===== config.mk =====
export PLATFORM = sky130hd
export DESIGN_NAME = conv_ctrl
export DESIGN_NICKNAME = d
export VERILOG_FILES = /design/src/rtl/conv_ctrl.sv
export SDC_FILE = /design/constraint.sdc
export NUM_CORES = 1
export LEC_CHECK = 0
export CORE_ASPECT_RATIO = 0.5
export CORE_MARGIN = 8
export CORE_UTILIZATION = 47
export CTS_BUF_LIST = sky130_fd_sc_hd__clkbuf_4 sky130_fd_sc_hd__clkbuf_8 sky130_fd_sc_hd__clkbuf_16
export CTS_CLUSTER_DIAMETER = 80
export DETAILED_ROUTE_END_ITERATION = 6
export PLACE_DENSITY = 0.81
export SETUP_SLACK_MARGIN = 0.3
export SYNTH_ARGS = -nofsm -noshare
export SYNTH_HDL_FRONTEND = slang
export SYNTH_SLANG_ARGS = --single-unit

===== constraint.sdc =====
create_clock -name clk -period 3.1 [get_ports clk]
set_input_delay 0.465 -clock clk [delete_from_list [all_inputs] [get_ports clk]]
set_output_delay 0.465 -clock clk [all_outputs]
set_load 0.1 [all_outputs]

===== src/rtl/conv_ctrl.sv =====
// Sequencer for a K-tap sliding-window datapath: streams an IMG_N x IMG_N image row by row and emits one window sum per valid position.
// Optional macro CONV_CTRL_STALL_CNT_EN enables the saturating back-pressure counter on stall_cnt.
module conv_ctrl #(
   parameter int DATA_W = 16,
   parameter int IMG_N  = 6,
   parameter int K      = 3,
   parameter int ADDR_W = 6
) (
   input  logic              clk,
   input  logic              rst_n,
   input  logic              start,
   output logic              busy,
   output logic              done,
   output logic              mem_rd_en,
   output logic [ADDR_W-1:0] mem_addr,
   input  logic [DATA_W-1:0] mem_rdata,
   output logic              conv_rst,
   output logic              conv_en,
   output logic [DATA_W-1:0] conv_pixel,
   input  logic [DATA_W-1:0] conv_out,
   input  logic              conv_valid,
   output logic              res_valid,
   input  logic              res_ready,
   output logic [DATA_W-1:0] res_data,
   output logic [7:0]        res_row,
   output logic [7:0]        res_col,
   output logic [15:0]       stall_cnt
);

   typedef enum logic [2:0] {IDLE, FETCH, FEED, WAIT, OUT, DONE} state_t;

   localparam logic [7:0] FLUSH_COL = 8'(IMG_N);
   localparam logic [7:0] LAST_ROW  = 8'(IMG_N - 1);
   localparam logic [7:0] FIRST_E   = 8'(K + 1);
   localparam logic [7:0] FLUSH_E   = 8'(IMG_N + 1);

   state_t            state, state_nxt;
   logic [7:0]        row, row_nxt;
   logic [7:0]        col, col_nxt;
   logic [7:0]        e, e_nxt;
   logic              res_valid_q, res_valid_nxt;
   logic [DATA_W-1:0] res_data_q, res_data_nxt;
   logic [7:0]        res_row_q, res_row_nxt;
   logic [7:0]        res_col_q, res_col_nxt;
   logic              advance;

   always_ff @(posedge clk) begin
      if (!rst_n) begin
         state       <= IDLE;
         row         <= '0;
         col         <= '0;
         e           <= '0;
         res_valid_q <= 1'b0;
         res_data_q  <= '0;
         res_row_q   <= '0;
         res_col_q   <= '0;
      end else begin
         state       <= state_nxt;
         row         <= row_nxt;
         col         <= col_nxt;
         e           <= e_nxt;
         res_valid_q <= res_valid_nxt;
         res_data_q  <= res_data_nxt;
         res_row_q   <= res_row_nxt;
         res_col_q   <= res_col_nxt;
      end
   end

   // Column IMG_N is a pseudo-column: a zero pixel that flushes the row's last window out of the datapath.
   always_comb begin
      state_nxt     = state;
      row_nxt       = row;
      col_nxt       = col;
      e_nxt         = e;
      res_valid_nxt = res_valid_q;
      res_data_nxt  = res_data_q;
      res_row_nxt   = res_row_q;
      res_col_nxt   = res_col_q;
      busy          = (state != IDLE);
      done          = 1'b0;
      mem_rd_en     = 1'b0;
      mem_addr      = '0;
      conv_rst      = 1'b0;
      conv_en       = 1'b0;
      conv_pixel    = '0;
      advance       = 1'b0;

      case (state)
         IDLE: begin
            if (start && rst_n) begin
               row_nxt   = '0;
               col_nxt   = '0;
               e_nxt     = '0;
               conv_rst  = 1'b1;
               state_nxt = FETCH;
            end
         end
         FETCH: begin
            mem_rd_en = 1'b1;
            mem_addr  = ADDR_W'(32'(row) * IMG_N + 32'(col));
            state_nxt = FEED;
         end
         FEED: begin
            conv_en = 1'b1;
            if (col == FLUSH_COL) begin
               e_nxt = FLUSH_E;
            end else begin
               conv_pixel = mem_rdata;
               e_nxt      = e + 8'd1;
            end
            state_nxt = WAIT;
         end
         WAIT: begin
            // The first K enables of a row hold stale or cross-row windows and are dropped.
            if (e >= FIRST_E && conv_valid) begin
               res_valid_nxt = 1'b1;
               res_data_nxt  = conv_out;
               res_row_nxt   = row;
               res_col_nxt   = e - FIRST_E;
               state_nxt     = OUT;
            end else begin
               advance = 1'b1;
            end
         end
         OUT: begin
            if (res_ready) begin
               res_valid_nxt = 1'b0;
               advance       = 1'b1;
            end
         end
         DONE: begin
            done      = 1'b1;
            state_nxt = IDLE;
         end
         default: state_nxt = IDLE;
      endcase

      if (advance) begin
         if (col == FLUSH_COL) begin
            if (row < LAST_ROW) begin
               row_nxt   = row + 8'd1;
               col_nxt   = '0;
               e_nxt     = '0;
               state_nxt = FETCH;
            end else begin
               state_nxt = DONE;
            end
         end else begin
            col_nxt   = col + 8'd1;
            state_nxt = (col + 8'd1 == FLUSH_COL) ? FEED : FETCH;
         end
      end
   end

   assign res_valid = res_valid_q;
   assign res_data  = res_data_q;
   assign res_row   = res_row_q;
   assign res_col   = res_col_q;

`ifdef CONV_CTRL_STALL_CNT_EN
   logic [15:0] stall_q;

   always_ff @(posedge clk) begin
      if (!rst_n) begin
         stall_q <= '0;
      end else if (state == IDLE && start) begin
         stall_q <= '0;
      end else if (state == OUT && !res_ready && stall_q != 16'hFFFF) begin
         stall_q <= stall_q + 16'd1;
      end
   end

   assign stall_cnt = stall_q;
`else
   assign stall_cnt = '0;
`endif

endmodule


; Word-level counts from Yosys, hierarchy flattened
; Cells that the tools add are included.
[totals]
ff_bits = 60
in_bits = 37
out_inout_bits = 76
wordCells = 73
[classes]
add_sub_neg = 5
n_mul = 1
n_lt_le_gt_ge = 2
n_eq_ne = 12
muxes = 37
reduce_logical = 8
[op_table]
columns = cell, n
row1 = 2-to-1 mux 8 bit, 15
row2 = 2-to-1 mux 16 bit, 2
row3 = "adder 8 x 1 -> 8 bit, second input constant", 3
row4 = "equality test 8 x 3 -> 1 bit, second input constant", 2
row5 = one-hot mux 8 bit (2 select lines), 1
row6 = 2-to-1 mux 3 bit, 5
row7 = one-hot mux 3 bit (5 select lines), 1
row8 = 2-to-1 mux 1 bit, 9
row9 = "greater-or-equal comparator 8 x 3 -> 1 bit, second input constant", 1
row10 = "less-than comparator 8 x 3 -> 1 bit, second input constant", 1
row11 = "multiplier 8 x 2 -> 5 bit, second input constant", 1
row12 = "subtractor 8 x 3 -> 8 bit, second input constant", 1
row13 = adder 6 bit, 1
row14 = "equality test 3 x 2 -> 1 bit, second input constant", 2
row15 = "equality test 3 bit, second input constant", 2
row16 = 2-to-1 mux 6 bit, 1
row17 = "inequality test 2 bit, second input constant", 3
row18 = "inequality test 3 bit, second input constant", 2
row19 = AND reduction 3 bit, 2
row20 = one-hot mux 1 bit (2 select lines), 2
row21 = "equality test 3 x 1 -> 1 bit, second input constant", 1
row22 = logical NOT 3 bit, 1
row23 = nonzero test 3 bit, 1
row24 = logical AND 1 bit, 2
row25 = other kinds (3), 3

; Logic depth before layout (Yosys ltp)
[logic_depth]
ltp_word = 6
depth_mapped = 9
ltp_nobuf = 9

; Least setup slack after synthesis
; No wires, ideal clock.
[synth_timing]
kind = register to output
start = register row[1]
end = output mem_addr[5]
arrival_time_ps = 3079
required_ps = 2635
setup_slack_ps = -444
path_stages_with_launch = 8
n_path_buf = 0
path_cell_list = dfxtp_1 -> ha_1 -> fa_1 -> ha_1 -> a21o_1 -> a21oi_1 -> xnor2_1 -> nor2_1
[synth_via]
elab_chain_len = 3
[synth_rtl]
columns = item, line
row1 = start: declaration, 38  ; logic [7:0] row, row_nxt;
row2 = start signal: assignment, 59  ; row <= row_nxt;
row3 = multiplier 8 x 2 -> 5 bit, 100  ; mem_addr = ADDR_W'(32'(row) * IMG_N + 32'(col));
row4 = adder 6 bit, 100
row5 = 2-to-1 mux 6 bit, 88  ; case (state)
row6 = end: declaration, 15  ; output logic [ADDR_W-1:0] mem_addr,
; Every way passes these cells.

; Worst setup path after layout
; Ends and elaborated chain as after synthesis.

==> results by group <==
Outcome
  • Status: finished clean

Global route
  • Initial antenna violation count: 0
  • First-pass GRT wire length: 15,200 um
  • GRT Overall Usage: 0.178
  • Grt total ovfl: 0
  • Vias in the first global route: 3,120
  • Largest net degree at the start of global routing: 39

Power and ir drop
  • Power share of the clock group: 0.480
  • Gate power share: 0.180
  • Seq pwr share: 0.341
  • Switching share of total power: 0.280
  • Maximum VDD drop: approximately 0.0004 V
  • Leakage power: 0.00203 uW
  • Power per cell area: 467 nW/um^2
  • Cell internal pwr: between 1500 and 2000 uW
  • Net switching power figure: 648 uW

Hold path
  • Hold EP: res_data[11]
  • Hold path startpoint: res_data[11]
  • HP Class: reg -> reg
  • Hold-critical path depth: 2

Timing
  • Max-slew headroom: 0.492
  • Hold WS: about 0.45 ns
  • Finish-stage setup viols: 0
  • Crit path time final: 2.81 ns
  • RSZ-0062 raised after global routing: true
  • Period utilisation layout: 0.906
  • Worst Skew: 0.00283 ns
  • Final worst slack: 0.290 ns
  • Slew Viols, Final: 0
  • Highest clock rate: 356 MHz
  • Final Hold Vio Count: 0
  • Setup TNS: 0 ns
  • Worst Tran Pin Value: 0.752 ns

Yosys
  • Synth async-reset ratio: 0
  • Mean post-synth cell area: 8.09 sq um
  • Unique masters post-synth: 68
  • Simple-Gate Fraction of Synth Area: 0.254
  • Area share of fa/ha/maj cells after synthesis: 0.0766
  • Synth Area in XOR/XNOR: 0.0329
  • Post-synthesis compound-gate area fraction: 0.187
  • Main area contributors after synthesis: dfxtp_1 35%, nand2_1 7.7%, a21oi_1 6.8%
  • Cell count after synthesis: 428
  • Most frequent cell after synthesis: nand2_1
  • Cell accounting for the most synthesized area: dfxtp_1
  • Largest family of logic cells by synthesized area: simple AND/OR/NAND/NOR gates
  • Yosys top cell area share: 0.347
  • Dominant synthesized flop cell: dfxtp_1
  • Register area share after synthesis: 0.347
  • #FFs+latches synth: 60
  • EDFF count, synth: 0
  • Ys Warns: 0
  • Leading cell types by count after synthesis: 71 x nand2_1, 60 x dfxtp_1, 47 x a21oi_1
  • Post-synthesis mux area share: 0.00434
  • Synth Cell Area: 3460 sq um

Layout
  • Layout Utilization: 0.682
  • Antenna Cells: 0
  • Nets: 575
  • Area growth syn-to-layout: 42.7%
  • Layout cells sized above 1: 0.245

Floorplan
  • Row count: 22
  • Starting Density: 0.478
  • Die Y: 76.7 um
  • Die area: between 10,000 and 15,000 sq um
  • Die W: 137 um
  • Ports: 113
  • Core area: 7240 sq um

Clock tree
  • Total CTS buffers: 9
  • H-tree levels: 3
  • Root buffer cell: clkbuf_16
  • Clock sink total: 60
  • Worst-skew pair later-pin latency: 0.33 ns
  • CTS tree: built
  • Clock tree buffer depth: 2
  • # hold bufs at CTS: 0
  • Clk pin slew, worst setup/hold paths: about 0.05 ns

Worst setup path
  • Worst path cell trace: buf_4, fa_2, ha_4, a21o_1, a21oi_2, xnor2_1, nor2_2, buf_12
  • Buf+Inv Stages, Crit Path: 2
  • Critical Path Fanout Max: 3
  • CP delay by family, top: adder cells
  • R2r startpoint: state[2]
  • Reg2reg path depth: 4
  • Startpoint Class: flip-flop
  • Slowest stage delay, CP: between 0.5 and 0.6 ns
  • Crit path arrival time: 2.34 ns
  • Worst EP required: approximately 2.6 ns
  • Worst r2r dst: e[6]
  • CP Capture Type: primary output
  • Slowest-stage cell, CP: fa_2
  • Worst Path Class, Setup: reg -> out
  • Setup slack, reg-to-reg: 0.86 ns

Drt
  • 1st-pass router iterations: 5
  • Avg WL per Cell: 15.5 um
  • Total Routed Length: 9620 um
  • DR iter-0 viols: 225
  • Detailed-route via count: 3,334
  • Drt via density: around 5.4
  • ANT nets after route: 0
  • # DRC: 0

Placement
  • Detailed placement HPWL: 6750 um
  • Gpl congestion: between 0.8 and 0.9
  • IO buf count: 96
  • Place WS: 0.332 ns

Job
  • Max-cap check violation count: 0
## routing by layer
| metal | track usage | routed length, um |
|---|---|---|
| met3 | 0.0488 | 749 |
| met2 | 0.300 | 4700 |
| met5 | 0 | 0 |
| met4 | 0.0495 | 120 |
| met1 | 0.217 | 4050 |
## registers in the layout (all words and copies together) (netlist names)
register and count:
res_valid 1, row 8, col 8, state 3
res_data 16, e 8, res_row 8, res_col 8
## metrics by stage
step	power [uW]	cells	area [sq um]
floorplan	1100	443	3540
global placement	1210	598	4500
detailed placement	1220	598	4500
CTS	2310	619	4910
global route	2380	619	4940
finish	2310	619	4940
## worst max path at each step
| stage | slack (ns) | startpoint | depth (start not counted) | to |
|---|---|---|---|---|
| floorplan | 0.01 | row[1] | 7 | mem_addr[5] |
| global placement | 0.40 | row[1] | 8 | mem_addr[5] |
| detailed placement | 0.33 | row[1] | 8 | mem_addr[5] |
| CTS | 0.23 | row[0] | 8 | mem_addr[5] |
| global route | 0.17 | row[1] | 11 | mem_addr[5] |
| finish | 0.29 | row[1] | 8 | mem_addr[5] |
## cell families after synthesis
logic type / after synthesis
and+or+nand+nor: 172
AOI/OAI and AO/OA: 101
DFF: 60
buffers and inverters: 60
adders and majority gates: 20
xor gates and xnor gates: 13
other: 1
muxes: 1
## power groups by stage
stage | Clock [uW] | Sequential [uW] | Combinational [uW]
6_report | 1110 | 787 | 415
3_3_place_gp | 0 | 803 | 409
4_1_cts | 1110 | 786 | 414
3_5_place_dp | 0 | 804 | 412
2_1_floorplan | 0 | 796 | 305
5_1_grt | 1170 | 787 | 430
## worst min-delay path: cells and delay by family (launching register included)
kind,cells,cell delay [ns]
flops,1,0.30
compound gates,1,0.05
simple gates,1,0.05
## what timing repair did
item / in CTS / in global routing
buffers inserted: 5 / 0
pin swaps: 8 / 6
hold endpoints to repair: 0 / 0
setup endpoints to repair: 6 / 9
resized for setup: 9 / 5
## cell type report
| type | instances | area, sq um |
|---|---|---|
| tap | 96 | 120 |
| inverter | 19 | 75.1 |
| clock buffer | 13 | 268 |
| sequential | 60 | 1210 |
| clock inverter | 3 | 68.8 |
| timing repair buffer | 105 | 1140 |
| multi-input combinational | 323 | 2060 |
| fill | 556 | 2300 |
## placed cells by master, fill, tap and decap left out, types with 3 or more instances in the layout
cell,instances
ha_1,15
nand3_1,9
buf_12,21
clkdlybuf4s50_1,36
conb_1,16
clkbuf_16,9
nor2b_1,3
nor3_1,8
buf_4,48
dfxtp_1,58
a211oi_1,6
inv_1,18
nor2_1,17
o21ai_1,3
xnor2_1,7
o21ai_0,13
a21oi_2,6
nand2_1,71
xor2_1,5
nand3b_1,6
and3_1,22
nor2_2,10
ha_4,3
a21oi_1,45
(Power assumes the default switching activity.)
